### config.mk
export PLATFORM = sky130hd
export DESIGN_NAME = des_key_schedule_flat
export DESIGN_NICKNAME = d
export VERILOG_FILES = /design/src/rtl/des_key_schedule_pkg.sv /design/src/rtl/des_key_schedule_if.sv /design/src/rtl/des_key_schedule_pc2.sv /design/src/rtl/des_key_schedule.sv /design/src/flat_wrapper.sv
export SDC_FILE = /design/constraint.sdc
export NUM_CORES = 1
export LEC_CHECK = 0
export BUFFER_PORTS_ARGS = -buffer_cell sky130_fd_sc_hd__buf_4
export CAP_MARGIN = 10
export CORE_MARGIN = 10
export CORE_UTILIZATION = 45
export DETAILED_ROUTE_END_ITERATION = 8
export GPL_TIMING_DRIVEN = 1
export PLACE_DENSITY_LB_ADDON = 0.1
export SLEW_MARGIN = 15
export SYNTH_ARGS = -nofsm -noshare
export SYNTH_HDL_FRONTEND = slang
export SYNTH_SLANG_ARGS = --single-unit
### constraint.sdc
create_clock -name clk -period 3.6 [get_ports clk]
set_input_delay 0.9 -clock clk [delete_from_list [all_inputs] [get_ports clk]]
set_output_delay 0.9 -clock clk [all_outputs]
set_load 0.01 [all_outputs]
### src/rtl/des_key_schedule_pkg.sv
// Shared constants for the iterative DES key schedule: PC-1/PC-2 tables,
// per-round shift amounts, FSM encoding and C/D rotation helpers.
package des_ks_pkg;

  localparam int KEY_W    = 64;
  localparam int CD_W     = 56;
  localparam int SUBKEY_W = 48;
  localparam int HALF_W   = 28;

  localparam logic [1:0] S_IDLE = 2'd0;
  localparam logic [1:0] S_RUN  = 2'd1;
  localparam logic [1:0] S_DONE = 2'd2;

  // Entries are DES bit numbers (1 = MSB) of the source vector.
  localparam int PC1 [CD_W] = '{
    57, 49, 41, 33, 25, 17,  9,  1, 58, 50, 42, 34, 26, 18,
    10,  2, 59, 51, 43, 35, 27, 19, 11,  3, 60, 52, 44, 36,
    63, 55, 47, 39, 31, 23, 15,  7, 62, 54, 46, 38, 30, 22,
    14,  6, 61, 53, 45, 37, 29, 21, 13,  5, 28, 20, 12,  4
  };

  localparam int PC2 [SUBKEY_W] = '{
    14, 17, 11, 24,  1,  5,  3, 28, 15,  6, 21, 10,
    23, 19, 12,  4, 26,  8, 16,  7, 27, 20, 13,  2,
    41, 52, 31, 37, 47, 55, 30, 40, 51, 45, 33, 48,
    44, 49, 39, 56, 34, 53, 46, 42, 50, 36, 29, 32
  };

  localparam int SHIFT [1:16] = '{1, 1, 2, 2, 2, 2, 2, 2, 1, 2, 2, 2, 2, 2, 2, 1};

  function automatic logic [16:1] shift_dbl_mask();
    logic [16:1] m;
    m = '0;
    for (int r = 1; r <= 16; r++) m[r[4:0]] = (SHIFT[r] == 2);
    return m;
  endfunction

  // Bit r set when round r shifts by two.
  localparam logic [16:1] SHIFT_DBL = shift_dbl_mask();

  function automatic logic [HALF_W-1:0] rot28(input logic [HALF_W-1:0] x,
                                              input logic left, input logic dbl);
    if (left)
      return dbl ? {x[HALF_W-3:0], x[HALF_W-1:HALF_W-2]} : {x[HALF_W-2:0], x[HALF_W-1]};
    else
      return dbl ? {x[1:0], x[HALF_W-1:2]} : {x[0], x[HALF_W-1:1]};
  endfunction

  function automatic logic [CD_W-1:0] rot_cd(input logic [CD_W-1:0] cd,
                                             input logic left, input logic dbl);
    return {rot28(cd[CD_W-1:HALF_W], left, dbl), rot28(cd[HALF_W-1:0], left, dbl)};
  endfunction

endpackage

### src/rtl/des_key_schedule_if.sv
// Key-load / subkey-issue handshake between the key schedule and its neighbours.
interface des_key_schedule_if;
  logic                              start;
  logic [des_ks_pkg::KEY_W-1:0]      key_in;
  logic                              decrypt;
  logic [des_ks_pkg::SUBKEY_W-1:0]   subkey_out;
  logic                              subkey_valid;
  logic                              subkey_ready;
  logic [3:0]                        round_idx;
  logic                              busy;
  logic                              done;
  logic                              parity_err;

  modport master (
    output start, key_in, decrypt, subkey_ready,
    input  subkey_out, subkey_valid, round_idx, busy, done, parity_err
  );

  modport slave (
    input  start, key_in, decrypt, subkey_ready,
    output subkey_out, subkey_valid, round_idx, busy, done, parity_err
  );
endinterface

### src/rtl/des_key_schedule_pc2.sv
// PC-2 compression permutation: 56-bit C/D register to 48-bit round subkey.
module des_pc2
  import des_ks_pkg::*;
(
  input  logic [CD_W-1:0]     i_cd,
  output logic [SUBKEY_W-1:0] o_subkey
);
  for (genvar i = 0; i < SUBKEY_W; i++) begin : g_bit
    assign o_subkey[SUBKEY_W-1-i] = i_cd[CD_W-PC2[i]];
  end

  // PC-2 drops eight C/D bits by design.
  logic w_unused;
  assign w_unused = ^i_cd;
endmodule

### src/rtl/des_key_schedule.sv
// Iterative DES subkey generator: one PC-2 subkey per handshake, K1..K16 or K16..K1.
// Optional DES_KS_PARITY_CHECK_EN rejects keys with any even-parity byte.
module des_key_schedule
  import des_ks_pkg::*;
#(
  parameter int NUM_ROUNDS = 16
)(
  input  logic               clk,
  input  logic               rst,
  des_key_schedule_if.slave  bus
);
  localparam logic [3:0] LAST_RND = 4'(NUM_ROUNDS - 1);

  logic [1:0]          r_state;
  logic [CD_W-1:0]     r_cd;
  logic [3:0]          r_round;
  logic                r_dec;

  logic [CD_W-1:0]     w_pc1;
  logic [CD_W-1:0]     w_cd_nxt;
  logic [SUBKEY_W-1:0] w_pc2;
  logic [4:0]          w_sidx;
  logic                w_key_ok;
  logic                w_load;
  logic                w_hs;
  logic                w_valid;

  for (genvar i = 0; i < CD_W; i++) begin : g_pc1
    assign w_pc1[CD_W-1-i] = bus.key_in[KEY_W-PC1[i]];
  end

`ifdef DES_KS_PARITY_CHECK_EN
  logic [7:0] w_byte_odd;
  logic       r_perr;
  for (genvar b = 0; b < 8; b++) begin : g_par
    assign w_byte_odd[b] = ^bus.key_in[8*b +: 8];
  end
  assign w_key_ok = &w_byte_odd;

  always_ff @(posedge clk) begin
    if (rst) r_perr <= 1'b0;
    else     r_perr <= (r_state == S_IDLE) && bus.start && !w_key_ok;
  end
  assign bus.parity_err = r_perr;
`else
  assign w_key_ok       = 1'b1;
  assign bus.parity_err = 1'b0;
`endif

  assign w_load  = (r_state == S_IDLE) && bus.start && w_key_ok;
  assign w_valid = (r_state == S_RUN);
  assign w_hs    = w_valid && bus.subkey_ready;

  // Encrypt moves forward through SHIFT[idx+2]; decrypt undoes SHIFT[16-idx].
  // The encrypt index is clamped on the last round, where no rotation happens.
  assign w_sidx   = r_dec ? (5'd16 - {1'b0, r_round})
                          : ((r_round == LAST_RND) ? 5'd16 : ({1'b0, r_round} + 5'd2));
  assign w_cd_nxt = rot_cd(r_cd, !r_dec, SHIFT_DBL[w_sidx]);

  always_ff @(posedge clk) begin
    if (rst) begin
      r_state <= S_IDLE;
      r_cd    <= '0;
      r_round <= '0;
      r_dec   <= 1'b0;
    end else begin
      case (r_state)
        S_IDLE: if (w_load) begin
          r_state <= S_RUN;
          r_cd    <= bus.decrypt ? w_pc1 : rot_cd(w_pc1, 1'b1, SHIFT_DBL[1]);
          r_round <= '0;
          r_dec   <= bus.decrypt;
        end
        S_RUN: if (w_hs) begin
          if (r_round == LAST_RND) begin
            r_state <= S_DONE;
            r_round <= '0;
          end else begin
            r_round <= r_round + 4'd1;
            r_cd    <= w_cd_nxt;
          end
        end
        default: r_state <= S_IDLE;
      endcase
    end
  end

  des_pc2 u_pc2 (
    .i_cd     (r_cd),
    .o_subkey (w_pc2)
  );

  assign bus.subkey_out   = w_valid ? w_pc2 : '0;
  assign bus.subkey_valid = w_valid;
  assign bus.busy         = w_valid;
  assign bus.done         = (r_state == S_DONE);
  assign bus.round_idx    = r_round;

  // Parity bits are not part of the key material.
  logic w_unused;
  assign w_unused = ^bus.key_in;
endmodule

### src/flat_wrapper.sv
// flat-port wrapper written by rule: the top's interface ports become plain ports
module des_key_schedule_flat import des_ks_pkg::*;
#(
  parameter int NUM_ROUNDS = 16
)
  (clk, rst, bus_start, bus_key_in, bus_decrypt, bus_subkey_ready, bus_subkey_out, bus_subkey_valid, bus_round_idx, bus_busy, bus_done, bus_parity_err);
  des_key_schedule_if bus_i ();
  input  logic clk;
  input  logic rst;
  input wire logic [$bits(bus_i.start)-1:0] bus_start;
  input wire logic [$bits(bus_i.key_in)-1:0] bus_key_in;
  input wire logic [$bits(bus_i.decrypt)-1:0] bus_decrypt;
  input wire logic [$bits(bus_i.subkey_ready)-1:0] bus_subkey_ready;
  output wire logic [$bits(bus_i.subkey_out)-1:0] bus_subkey_out;
  output wire logic [$bits(bus_i.subkey_valid)-1:0] bus_subkey_valid;
  output wire logic [$bits(bus_i.round_idx)-1:0] bus_round_idx;
  output wire logic [$bits(bus_i.busy)-1:0] bus_busy;
  output wire logic [$bits(bus_i.done)-1:0] bus_done;
  output wire logic [$bits(bus_i.parity_err)-1:0] bus_parity_err;
  assign bus_i.start = bus_start;
  assign bus_i.key_in = bus_key_in;
  assign bus_i.decrypt = bus_decrypt;
  assign bus_i.subkey_ready = bus_subkey_ready;
  assign bus_subkey_out = bus_i.subkey_out;
  assign bus_subkey_valid = bus_i.subkey_valid;
  assign bus_round_idx = bus_i.round_idx;
  assign bus_busy = bus_i.busy;
  assign bus_done = bus_i.done;
  assign bus_parity_err = bus_i.parity_err;
  des_key_schedule #(.NUM_ROUNDS(NUM_ROUNDS)) u_core (.clk(clk), .rst(rst), .bus(bus_i));
endmodule
==> tab_implementation.tex, run 1 <==
\begin{tabular}{lr}
\hline
Metric & Value \\
\hline
\multicolumn{2}{l}{\textbf{Floorplanning}} \\
\quad Die span in y & 142.0 um \\
\quad Area of the core region & 0.01453 mm\^{}2 \\
\quad Core Rows & 44 \\
\quad Die Outline Area & 0.02015 mm\^{}2 \\
\quad Starting Density & 46.06\% \\
\quad Boundary pin count & 125 \\
\quad Die extent in x & 142.0 um \\
\multicolumn{2}{l}{\textbf{Global route}} \\
\quad Via count of the first global-routing pass & 7072 \\
\quad Overflow left after global routing & 0 \\
\quad Antenna violations before repair & 0 \\
\quad Wire length of the first global-routing pass & 37350 um \\
\quad Maximum number of pins on one net before global-route repair & 67 \\
\quad Global-route total usage across every layer & 21.83\% \\
\multicolumn{2}{l}{\textbf{Synth}} \\
\quad Cell type with the largest total area after synthesis & sky130\_fd\_sc\_hd\_\_dfxtp\_1 \\
\quad Post-synthesis register bit count & 63 \\
\quad Yosys warning count & 0 \\
\quad Post-Syn Area per Cell & 7.136 um\^{}2 \\
\quad Post-Synthesis Net Count & 1011 \\
\quad Sequential-to-total area share from yosys stat & 18.84\% \\
\quad Share of synthesized registers carrying an async set or reset & 0\% \\
\quad Number of cells produced by synthesis & 938 \\
\quad Number of synthesized flops with an enable pin & 0 \\
\quad Synth Cell Area & 0.006694 mm\^{}2 \\
\quad Biggest area contributors in the synthesized netlist & sky130\_fd\_sc\_hd\_\_dfxtp\_1, sky130\_fd\_sc\_hd\_\_mux2i\_1, sky130\_fd\_sc\_hd\_\_nand3\_1, sky130\_fd\_sc\_hd\_\_mux2\_2, sky130\_fd\_sc\_hd\_\_o32ai\_1 \\
\quad Most frequently used flop master after synthesis & sky130\_fd\_sc\_hd\_\_dfxtp\_1 \\
\quad Share of the synthesized area in the top cell type & 18.84\% \\
\quad Unique cell type count in the Yosys netlist & 44 \\
\multicolumn{2}{l}{\textbf{Detailed routing}} \\
\quad Total routed wirelength & 22520 um \\
\quad Via Count & 7353 \\
\quad Routed vias/inst & 6.306 \\
\quad Violation count after the first detailed-routing iteration & 640 \\
\quad Post-route DRC violation count & 0 \\
\quad Routed wire length per instance & 19.31 um \\
\quad Number of detailed-route iterations in the first pass & 5 \\
\quad Residual antenna-violating net count after detailed routing & 0 \\
\multicolumn{2}{l}{\textbf{Run status}} \\
\quad Outcome & finished clean \\
\multicolumn{2}{l}{\textbf{Final layout}} \\
\quad Layout Utilization & 54.47\% \\
\quad Most frequent cells in the layout & sky130\_fd\_sc\_hd\_\_buf\_4, sky130\_fd\_sc\_hd\_\_nand3\_1, sky130\_fd\_sc\_hd\_\_a21oi\_1 \\
\quad Layout Cells excl Fill & 1166 \\
\quad \# fillers & 1497 \\
\quad Design area & 0.007916 mm\^{}2 \\
\quad Fraction of final layout cells with drive strength greater than 1 & 21.89\% \\
\quad Ant diodes & 0 \\
\quad Area overhead of the layout relative to synthesis & 18.26\% \\
\quad Number of nets at the end of the flow & 1050 \\
\quad Most common cell after layout, fill and taps aside & sky130\_fd\_sc\_hd\_\_buf\_4 \\
\multicolumn{2}{l}{\textbf{Power}} \\
\quad Logic gate share of total power & 31.2\% \\
\quad Leakage & 2.826 nW \\
\quad Switching share of power & 36.24\% \\
\quad Portion of total power attributed to the clock network & 33.0\% \\
\quad Power share of the sequential group & 35.8\% \\
\quad VDD IR-drop max & 0.2663 mV \\
\quad Total power divided by cell area & 320.6 mW/mm\^{}2 \\
\quad Int Power & 1.618 mW \\
\quad Switching power of the nets & 0.9196 mW \\
\multicolumn{2}{l}{\textbf{Clock network}} \\
\quad Cell at the root of the clock tree & sky130\_fd\_sc\_hd\_\_clkbuf\_16 \\
\quad CTS tree & yes \\
\quad TritonCTS Sinks & 63 \\
\quad Number of buffers inserted for hold repair after clock tree synthesis & 0 \\
\quad Clock transition at the register clock pins on the worst setup and hold paths after CTS & 50 ps \\
\quad PostCTS Resize Cnt & 0 \\
\quad Buffer count from post-CTS setup fixing & 0 \\
\quad Skew-Pair Late Insertion Delay & 340 ps \\
\quad Total clock buffers created by CTS & 9 \\
\quad Worst-case clock buffer depth & 2 \\
\quad \# H-tree levels & 3 \\
\multicolumn{2}{l}{\textbf{Place}} \\
\quad GP Congestion & 0.8019 \\
\quad Post-DP HPWL & 13960 um \\
\quad Area after DPL & 0.007645 mm\^{}2 \\
\quad Cell Count Post-Placement & 1150 \\
\quad Input/output buffers & 115 \\
\multicolumn{2}{l}{\textbf{Worst setup path}} \\
\quad Worst path arrival time & 2130 ps \\
\quad Setup CP Type & flip-flop to primary output \\
\quad Crit end category & primary output \\
\quad Data required time at the worst endpoint & 2700 ps \\
\quad Max FO, Critical Path & 25 \\
\quad Startpoint type of the worst setup path & flip-flop \\
\multicolumn{2}{l}{\textbf{Flow run}} \\
\quad Max-Cap Viols & 0 \\
\multicolumn{2}{l}{\textbf{Hold path}} \\
\quad Kind of path behind the tightest hold check & flip-flop to flip-flop \\
\multicolumn{2}{l}{\textbf{STA}} \\
\quad Least-Margin Pin Slew & 927.4 ps \\
\quad Ratio of final minimum period to clock period & 84.24\% \\
\quad Setup Viol. Count Final & 0 \\
\quad Setup skew after layout & 4.404 ps \\
\quad Total count of max-transition violations in the final report & 0 \\
\quad Max Freq & 0.3297 GHz \\
\quad Final total negative setup slack & 0 ps \\
\quad Tmin final & 3033 ps \\
\quad Fin. Hold Viols & 0 \\
\quad Worst max-slew margin expressed relative to the limit & 38.08\% \\
\quad Smallest hold slack & 514.4 ps \\
\quad Unrepaired setup endpoints after global routing & false \\
\hline
\end{tabular}
[kinds of logic (layout without fill, tap and decap cells)]
logic type	Yosys count	after routing	share of synthesized area [%]
buf+inv	170	214	10.22
simple gates	341	341	24.67
flops	63	63	18.84
other cells	1	1	0.05602
mux	112	112	17.72
fa+ha+maj	4	4	0.7477
compound gates	245	245	27.48
xor+xnor	2	2	0.2617
[per-layer routing]
metal	vias up	GRT usage, %	wire, um
li1	3588	-	-
met1	3500	29.76	10360
met2	243	34.58	10500
met3	22	3.471	1306
met4	0	6.455	358
met5	-	0	0
[area by class of cell]
class,instances,area (um^2),share of cell area [%]
inverters,57,214.0,2.703
well taps,184,230.2,2.908
flip-flops and latches,63,1262,15.95
repair buffers,141,1121,14.16
clock buffers,16,271.5,3.430
multi-input cells,705,4817,60.85
[sequential cells by signal (all words and copies together), names as in the netlist]
signal / cells
u_core.r_cd: 56
u_core.r_dec: 1
u_core.bus.round_idx: 4
u_core.r_state: 2
[cells in the mapped netlist (all sizes together) (4+ instances only)]
cell type  instances
mux2              52
and2              49
nor3              51
ha                 4
nand3            113
a311oi            49
dfxtp             63
inv               57
o32ai             54
mux2i             60
clkbuf            84
a21o               6
o31ai             50
buf               29
nand2             62
a21oi             63
nor2              53
[final timing paths]
kind / end / depth (start not counted) / start / slack (ps)
setup / recovery: bus_subkey_out[31] / 4 / u_core.r_state[0]$_SDFFE_PP0P_ / 570
hold / removal: u_core.r_dec$_SDFFE_PP0P_ / 2 / u_core.r_dec$_SDFFE_PP0P_ / 510
setup reg to reg: u_core.r_cd[5]$_SDFFE_PP0P_ / 8 / u_core.bus.round_idx[1]$_SDFFE_PP0P_ / 680
hold reg to reg: u_core.r_dec$_SDFFE_PP0P_ / 2 / u_core.r_dec$_SDFFE_PP0P_ / 510
[metrics by stage]
| step | power, mW | setup WS (ps) |
|---|---|---|
| final | 2.538 | 567.3 |
| after global routing | 2.667 | 425.1 |
| after CTS | 2.543 | 552.5 |
| after detailed placement | 1.708 | 712.3 |
| after global placement | 1.704 | 730.7 |
| after floorplan | 1.421 | 1056 |
[power groups by stage]
| stage | Combinational [mW] | Sequential (mW) | Clock, mW |
|---|---|---|---|
| 4_1_cts | 0.794 | 0.904 | 0.845 |
| 5_1_grt | 0.876 | 0.923 | 0.868 |
| 3_3_place_gp | 0.782 | 0.921 | 0 |
| 6_report | 0.793 | 0.908 | 0.836 |
| 2_1_floorplan | 0.554 | 0.867 | 0 |
| 3_5_place_dp | 0.789 | 0.918 | 0 |
[worst max-delay path, cell delays in order (launching register included)]
cell	delay, ps
sky130_fd_sc_hd__dfxtp_1	630
sky130_fd_sc_hd__nor2b_4	500
sky130_fd_sc_hd__buf_4	340
sky130_fd_sc_hd__and2_1	190
sky130_fd_sc_hd__buf_4	120
No activity file was read; power rests on OpenSTA's default activity.
==> run 2: changes to the inputs <==
==> constraint.sdc (replaced) <==
create_clock -name clk -period 2.85 [get_ports clk]
set_input_delay 0.7125 -clock clk [delete_from_list [all_inputs] [get_ports clk]]
set_output_delay 0.7125 -clock clk [all_outputs]
set_load 0.01 [all_outputs]
==> tab_implementation.tex, run 2 (synthesized netlist as in run 1, its figures left out) <==
\begin{tabular}{lr}
\hline
Metric & Value \\
\hline
\multicolumn{2}{l}{\textbf{Worst setup path}} \\
\quad Worst-path cell with the longest stage delay & sky130\_fd\_sc\_hd\_\_dfxtp\_1 \\
\quad FF-to-FF Start & u\_core.bus.round\_idx[2]\$\_SDFFE\_PP0P\_ \\
\quad Setup slack of the most critical reg-to-reg path & 320 ps (-360 ps) \\
\quad Chain of cells forming the critical path & inv\_1, ha\_1, nor2\_1, a2bb2oi\_2, a222oi\_1, buf\_4, buf\_12, mux2\_2, o31ai\_1 \\
\quad Cell depth of the worst flop-to-flop path & 9 (+1) \\
\quad Largest delay share family, worst path & buffers and inverters \\
\quad Critical R2R Capture & u\_core.r\_cd[39]\$\_SDFFE\_PP0P\_ \\
\quad Data required time at the worst endpoint & 3090 ps (+390 ps) \\
\quad Setup CP Type & flip-flop to flip-flop \\
\quad Worst path arrival time & 2770 ps (+640 ps) \\
\quad Number of buffer and inverter stages on the critical path & 3 (+1) \\
\quad Slowest cell delay on critical path & 430 ps (-200 ps) \\
\quad Crit end category & flip-flop \\
\quad Max FO, Critical Path & 48 (+92\%) \\
\quad Startpoint type of the worst setup path & flip-flop \\
\multicolumn{2}{l}{\textbf{Floorplanning}} \\
\quad Boundary pin count & 125 (unchanged) \\
\quad Starting Density & 46.06\% (unchanged) \\
\quad Die extent in x & 142.0 um (unchanged) \\
\quad Area of the core region & 0.01453 mm\^{}2 (unchanged) \\
\quad Core Rows & 44 (unchanged) \\
\quad Die span in y & 142.0 um (unchanged) \\
\quad Die Outline Area & 0.02015 mm\^{}2 (unchanged) \\
\multicolumn{2}{l}{\textbf{STA}} \\
\quad Smallest hold slack & 524.9 ps (+10.53 ps) \\
\quad Tmin final & 2529 ps \\
\quad Least-Margin Pin Slew & 661.2 ps (-266.2 ps) \\
\quad Worst max-slew margin expressed relative to the limit & 55.92\% (+18 points) \\
\quad Setup Viol. Count Final & 0 (unchanged) \\
\quad Fin. Hold Viols & 0 (unchanged) \\
\quad Unrepaired setup endpoints after global routing & false \\
\quad Worst Setup Slack, final & 321.4 ps (-245.9 ps) \\
\quad Total count of max-transition violations in the final report & 0 (unchanged) \\
\quad Final total negative setup slack & 0 ps (unchanged) \\
\quad Max Freq & 0.3955 GHz \\
\quad Setup skew after layout & 5.136 ps (+0.7314 ps) \\
\quad Ratio of final minimum period to clock period & 88.72\% \\
\multicolumn{2}{l}{\textbf{Global route}} \\
\quad Overflow left after global routing & 0 (unchanged) \\
\quad Wire length of the first global-routing pass & 37610 um (+0.70\%) \\
\quad Antenna violations before repair & 0 (unchanged) \\
\quad Via count of the first global-routing pass & 6994 (-1.1\%) \\
\quad Global-route total usage across every layer & 22.06\% (+0.23 points) \\
\quad Maximum number of pins on one net before global-route repair & 112 (+67\%) \\
\multicolumn{2}{l}{\textbf{Detailed routing}} \\
\quad Residual antenna-violating net count after detailed routing & 0 (unchanged) \\
\quad Post-route DRC violation count & 0 (unchanged) \\
\quad Violation count after the first detailed-routing iteration & 708 (+11\%) \\
\quad Number of detailed-route iterations in the first pass & 5 (unchanged) \\
\quad Total routed wirelength & 22800 um (+1.2\%) \\
\quad Routed wire length per instance & 19.40 um (+0.46\%) \\
\quad Routed vias/inst & 6.317 (+0.17\%) \\
\quad Via Count & 7422 (+0.94\%) \\
\multicolumn{2}{l}{\textbf{Power}} \\
\quad Total power divided by cell area & 405.0 mW/mm\^{}2 (+26\%) \\
\quad Leakage & 2.904 nW (+2.7\%) \\
\quad VDD IR-drop max & 0.2717 mV (+2.0\%) \\
\multicolumn{2}{l}{\textbf{Final layout}} \\
\quad Most frequent cells in the layout & sky130\_fd\_sc\_hd\_\_buf\_4, sky130\_fd\_sc\_hd\_\_nand3\_1, sky130\_fd\_sc\_hd\_\_a21oi\_1 \\
\quad Layout Utilization & 55.55\% (+1.1 points) \\
\quad Largest reg by FF count & u\_core.r\_cd \\
\quad Number of flip-flops under the largest register name & 56 (unchanged) \\
\quad Fraction of final layout cells with drive strength greater than 1 & 22.91\% (+1.0 points) \\
\quad Area overhead of the layout relative to synthesis & 20.62\% \\
\quad Number of nets at the end of the flow & 1060 (+0.95\%) \\
\quad Ant diodes & 0 (unchanged) \\
\quad Most common cell after layout, fill and taps aside & sky130\_fd\_sc\_hd\_\_buf\_4 \\
\quad \# fillers & 1484 (-0.87\%) \\
\multicolumn{2}{l}{\textbf{Place}} \\
\quad Worst slack, placed & 266.8 ps (-445.5 ps) \\
\quad GP Congestion & 0.7998 (-0.26\%) \\
\quad Input/output buffers & 115 (unchanged) \\
\quad Post-DP HPWL & 14230 um (+2.0\%) \\
\multicolumn{2}{l}{\textbf{Flow run}} \\
\quad Max-Cap Viols & 0 (unchanged) \\
\multicolumn{2}{l}{\textbf{Clock network}} \\
\quad TritonCTS Sinks & 63 (unchanged) \\
\quad \# H-tree levels & 3 (unchanged) \\
\quad Number of buffers inserted for hold repair after clock tree synthesis & 0 (unchanged) \\
\quad Cell at the root of the clock tree & sky130\_fd\_sc\_hd\_\_clkbuf\_16 \\
\quad Clock transition at the register clock pins on the worst setup and hold paths after CTS & 60 ps (about the same) \\
\quad Worst-case clock buffer depth & 2 (unchanged) \\
\quad Total clock buffers created by CTS & 9 (unchanged) \\
\quad Skew-Pair Late Insertion Delay & 340 ps (about the same) \\
\quad CTS tree & yes \\
\multicolumn{2}{l}{\textbf{Run status}} \\
\quad Outcome & finished clean \\
\multicolumn{2}{l}{\textbf{Hold path}} \\
\quad End point of the most critical hold path & u\_core.r\_dec\$\_SDFFE\_PP0P\_ \\
\quad WHS Path Cells & 2 (unchanged) \\
\quad Min-delay src & u\_core.r\_dec\$\_SDFFE\_PP0P\_ \\
\quad Kind of path behind the tightest hold check & flip-flop to flip-flop \\
\hline
\end{tabular}
run 2: area by class of cell:
class | instances | area [um^2] | area share, %
Multi-Input combinational cell | 705 | 4817 | 59.66
Timing Repair Buffer | 151 | 1271 | 15.74
Sequential cell | 63 | 1264 | 15.65
Clock buffer | 15 | 277.8 | 3.440
Tap cell | 184 | 230.2 | 2.851
Inverter | 57 | 214.0 | 2.650
run 2: power by group:
part	internal (mW)	switching, mW	total [mW]
Sequential	0.974	0.170	1.14
Clock	0.657	0.427	1.08
Combinational	0.456	0.585	1.04
run 2: how the worst max path moves through the flow:
stage | startpoint | to | slack [ps] | cells past startpoint
after floorplan | u_core.bus.round_idx[0]$_SDFFE_PP0P_ | u_core.r_cd[46]$_SDFFE_PP0P_ | 310 | 10
after global placement | u_core.bus.round_idx[0]$_SDFFE_PP0P_ | u_core.r_cd[22]$_SDFFE_PP0P_ | 290 | 9
after detailed placement | u_core.bus.round_idx[0]$_SDFFE_PP0P_ | u_core.r_cd[5]$_SDFFE_PP0P_ | 270 | 9
after CTS | u_core.bus.round_idx[0]$_SDFFE_PP0P_ | u_core.r_cd[39]$_SDFFE_PP0P_ | 240 | 9
after global routing | u_core.bus.round_idx[1]$_SDFFE_PP0P_ | u_core.r_cd[39]$_SDFFE_PP0P_ | 110 | 9
final | u_core.bus.round_idx[2]$_SDFFE_PP0P_ | u_core.r_cd[39]$_SDFFE_PP0P_ | 320 | 9
run 2: worst reg2reg max path: stages, from the launching register on:
cell and delay [ps]:
sky130_fd_sc_hd__dfxtp_1 430, sky130_fd_sc_hd__inv_1 120, sky130_fd_sc_hd__ha_1 360, sky130_fd_sc_hd__nor2_1 170, sky130_fd_sc_hd__a2bb2oi_2 80, sky130_fd_sc_hd__a222oi_1 320
sky130_fd_sc_hd__buf_4 190, sky130_fd_sc_hd__buf_12 270, sky130_fd_sc_hd__mux2_2 420, sky130_fd_sc_hd__o31ai_1 80
run 2: metrics by stage:
stage	total power, mW	area (um^2)	cells
floorplan	1.794	6694	938
global placement	2.184	7795	1160
detailed placement	2.193	7795	1160
CTS	3.277	8073	1175
global route	3.436	8074	1175
finish	3.270	8074	1175
run 2: metal layers:
metal  vias up  global-route usage (%)  share of wire (%)
li1       3606                       -                  -
met1      3507                   30.45                 46
met2       284                   34.21                 45
met3        25                   3.505                6.8
met4         0                   7.101                1.6
met5         -                       0                  0
run 2: what timing repair did:
action                     4_1_cts  5_1_grt
resized for setup                0        1
setup endpoints to repair        0        1
setup buffers                    0        0
==> run 3: changes to the inputs <==
--- a/config.mk
+++ b/config.mk
@@ -5,13 +5,14 @@
 export SDC_FILE = /design/constraint.sdc
 export NUM_CORES = 1
 export LEC_CHECK = 0
-export BUFFER_PORTS_ARGS = -buffer_cell sky130_fd_sc_hd__buf_4
+export BUFFER_PORTS_ARGS = -buffer_cell sky130_fd_sc_hd__buf_2
 export CAP_MARGIN = 10
 export CORE_MARGIN = 10
 export CORE_UTILIZATION = 45
 export DETAILED_ROUTE_END_ITERATION = 8
 export GPL_TIMING_DRIVEN = 1
 export PLACE_DENSITY_LB_ADDON = 0.1
+export RECOVER_POWER = 100
 export SLEW_MARGIN = 15
 export SYNTH_ARGS = -nofsm -noshare
 export SYNTH_HDL_FRONTEND = slang
==> tab_implementation.tex, run 3 (synthesized netlist as in run 1, its figures left out) <==
\begin{tabular}{lr}
\hline
Metric & Value \\
\hline
\multicolumn{2}{l}{\textbf{Power}} \\
\quad Leakage & 2.646 nW (-8.9\%) \\
\quad VDD IR-drop max & 0.3316 mV (+22\%) \\
\quad Post-layout power & 3.183 mW (-2.6\%) \\
\quad Total power divided by cell area & 416.4 mW/mm\^{}2 (+2.8\%) \\
\multicolumn{2}{l}{\textbf{Clock network}} \\
\quad Cell at the root of the clock tree & sky130\_fd\_sc\_hd\_\_clkbuf\_16 \\
\quad CTS tree & yes \\
\quad PostCTS Resize Cnt & 0 (unchanged) \\
\quad TritonCTS Sinks & 63 (unchanged) \\
\quad Skew-Pair Late Insertion Delay & 340 ps (about the same) \\
\quad Total clock buffers created by CTS & 9 (unchanged) \\
\quad Number of buffers inserted for hold repair after clock tree synthesis & 0 (unchanged) \\
\quad Worst-case clock buffer depth & 2 (unchanged) \\
\quad Clock transition at the register clock pins on the worst setup and hold paths after CTS & 60 ps (about the same) \\
\quad \# H-tree levels & 3 (unchanged) \\
\quad Buffer count from post-CTS setup fixing & 0 (unchanged) \\
\multicolumn{2}{l}{\textbf{Floorplanning}} \\
\quad Area of the core region & 0.01453 mm\^{}2 (unchanged) \\
\quad Die Outline Area & 0.02015 mm\^{}2 (unchanged) \\
\quad Starting Density & 46.06\% (unchanged) \\
\quad Boundary pin count & 125 (unchanged) \\
\quad Die span in y & 142.0 um (unchanged) \\
\quad Die extent in x & 142.0 um (unchanged) \\
\quad Core Rows & 44 (unchanged) \\
\multicolumn{2}{l}{\textbf{Final layout}} \\
\quad Area used by multi-input combinational logic & 0.004793 mm\^{}2 (-0.49\%) \\
\quad Most frequent cells in the layout & sky130\_fd\_sc\_hd\_\_nand3\_1, sky130\_fd\_sc\_hd\_\_buf\_2, sky130\_fd\_sc\_hd\_\_a21oi\_1, sky130\_fd\_sc\_hd\_\_dfxtp\_1, sky130\_fd\_sc\_hd\_\_nand2\_1 \\
\quad \# fillers & 1497 (+0.88\%) \\
\quad Ant diodes & 0 (unchanged) \\
\quad Fraction of final layout cells with drive strength greater than 1 & 18.00\% (-4.9 points) \\
\quad Most common cell after layout, fill and taps aside & sky130\_fd\_sc\_hd\_\_nand3\_1 \\
\quad Number of nets at the end of the flow & 1057 (-0.28\%) \\
\quad Sequential Area & 0.001261 mm\^{}2 (-0.20\%) \\
\quad Number of flip-flops under the largest register name & 56 (unchanged) \\
\quad Area overhead of the layout relative to synthesis & 14.22\% \\
\quad Largest reg by FF count & u\_core.r\_cd \\
\multicolumn{2}{l}{\textbf{Detailed routing}} \\
\quad Routed vias/inst & 6.289 (-0.44\%) \\
\quad Post-route DRC violation count & 0 (unchanged) \\
\quad Residual antenna-violating net count after detailed routing & 0 (unchanged) \\
\quad Via Count & 7377 (-0.61\%) \\
\quad Total routed wirelength & 22580 um (-0.96\%) \\
\quad Routed wire length per instance & 19.25 um (-0.79\%) \\
\quad Violation count after the first detailed-routing iteration & 610 (-14\%) \\
\quad Number of detailed-route iterations in the first pass & 5 (unchanged) \\
\multicolumn{2}{l}{\textbf{Global route}} \\
\quad Antenna violations before repair & 0 (unchanged) \\
\quad Overflow left after global routing & 0 (unchanged) \\
\quad Global-route total usage across every layer & 21.76\% (-0.30 points) \\
\quad Wire length of the first global-routing pass & 37070 um (-1.4\%) \\
\quad Maximum number of pins on one net before global-route repair & 112 (unchanged) \\
\quad Via count of the first global-routing pass & 6839 (-2.2\%) \\
\multicolumn{2}{l}{\textbf{Place}} \\
\quad Worst slack, placed & 275.5 ps (+8.719 ps) \\
\quad Input/output buffers & 115 (unchanged) \\
\quad GP Congestion & 0.8319 (+4.0\%) \\
\quad Post-DP HPWL & 14020 um (-1.5\%) \\
\multicolumn{2}{l}{\textbf{Worst setup path}} \\
\quad Startpoint type of the worst setup path & flip-flop \\
\quad FF-to-FF Start & u\_core.bus.round\_idx[1]\$\_SDFFE\_PP0P\_ \\
\quad Crit end category & flip-flop \\
\quad Crit path launch & u\_core.bus.round\_idx[1]\$\_SDFFE\_PP0P\_ \\
\quad Max FO, Critical Path & 48 (unchanged) \\
\quad Worst path arrival time & 2880 ps (+110 ps) \\
\quad Data required time at the worst endpoint & 3100 ps (about the same) \\
\quad Cell depth of the worst flop-to-flop path & 9 (unchanged) \\
\quad Setup CP Type & flip-flop to flip-flop \\
\multicolumn{2}{l}{\textbf{Run status}} \\
\quad Outcome & finished clean \\
\multicolumn{2}{l}{\textbf{STA}} \\
\quad Setup Viol. Count Final & 0 (unchanged) \\
\quad Max Freq & 0.3797 GHz (-4.0\%) \\
\quad Tmin final & 2633 ps (+104.9 ps) \\
\quad Final total negative setup slack & 0 ps (unchanged) \\
\quad Total count of max-transition violations in the final report & 0 (unchanged) \\
\quad Ratio of final minimum period to clock period & 92.40\% (+3.7 points) \\
\quad Worst max-slew margin expressed relative to the limit & 12.73\% (-43 points) \\
\quad Least-Margin Pin Slew & 1273 ps (+611.4 ps) \\
\quad Unrepaired setup endpoints after global routing & false \\
\quad Worst Setup Slack, final & 216.5 ps (-104.9 ps) \\
\quad Setup skew after layout & 4.950 ps (-0.1860 ps) \\
\quad Fin. Hold Viols & 0 (unchanged) \\
\multicolumn{2}{l}{\textbf{Hold path}} \\
\quad WHS Path Cells & 2 (unchanged) \\
\quad Min-delay src & u\_core.r\_dec\$\_SDFFE\_PP0P\_ \\
\quad Kind of path behind the tightest hold check & flip-flop to flip-flop \\
\multicolumn{2}{l}{\textbf{Flow run}} \\
\quad Max-Cap Viols & 0 (unchanged) \\
\hline
\end{tabular}
==> run 3: worst max-delay path, cell delays in order, from the launching register on <==
cell	delay [ps]
sky130_fd_sc_hd__dfxtp_1	450
sky130_fd_sc_hd__inv_1	100
sky130_fd_sc_hd__ha_1	370
sky130_fd_sc_hd__nor2_1	240
sky130_fd_sc_hd__a2bb2oi_1	140
sky130_fd_sc_hd__a222oi_1	330
sky130_fd_sc_hd__buf_4	180
sky130_fd_sc_hd__buf_12	260
sky130_fd_sc_hd__mux2_2	370
sky130_fd_sc_hd__o31ai_1	70
==> run 3: layout make-up <==
| cell class | count | area share [%] |
|---|---|---|
| multi-input cells | 705 | 62.69 |
| clock buffers | 16 | 3.551 |
| inverters | 57 | 2.798 |
| flip-flops and latches | 63 | 16.49 |
| repair buffers | 148 | 11.45 |
| well taps | 184 | 3.011 |
==> run 3: worst paths after layout <==
path,slack [ps],end
worst min register to register,530,u_core.r_dec$_SDFFE_PP0P_
worst max register to register,220,u_core.r_cd[38]$_SDFFE_PP0P_
worst min-delay path,530,u_core.r_dec$_SDFFE_PP0P_
worst max-delay path,220,u_core.r_cd[38]$_SDFFE_PP0P_
==> run 3: report_power, final <==
part	internal (mW)	leakage, nW	switching, mW
clock	0.639	0.131	0.428
sequential	0.974	0.523	0.171
combinational	0.393	1.99	0.578
total	2.01	2.65	1.18
==> run 3: stage by stage <==
| stage | instances | utilization (%) | hold WS (ps) | area, um^2 |
|---|---|---|---|---|
| after detailed placement | 1157 | 51.45 | 504.4 | 7477 |
| after global placement | 1157 | 51.45 | 504.0 | 7477 |
| final | 1173 | 52.61 | 525.9 | 7646 |
| after global routing | 1173 | 52.61 | 568.0 | 7646 |
| after floorplan | 938 | - | 465.9 | 6694 |
| after CTS | 1173 | 53.31 | 527.6 | 7749 |
==> run 3: layer usage <==
layer	track usage, %	share of wire, %	vias to the layer above
met5	0	0	-
met4	6.832	1.8	0
met3	3.405	5.9	24
met2	33.85	45	248
met1	30.07	47	3505
li1	-	-	3600
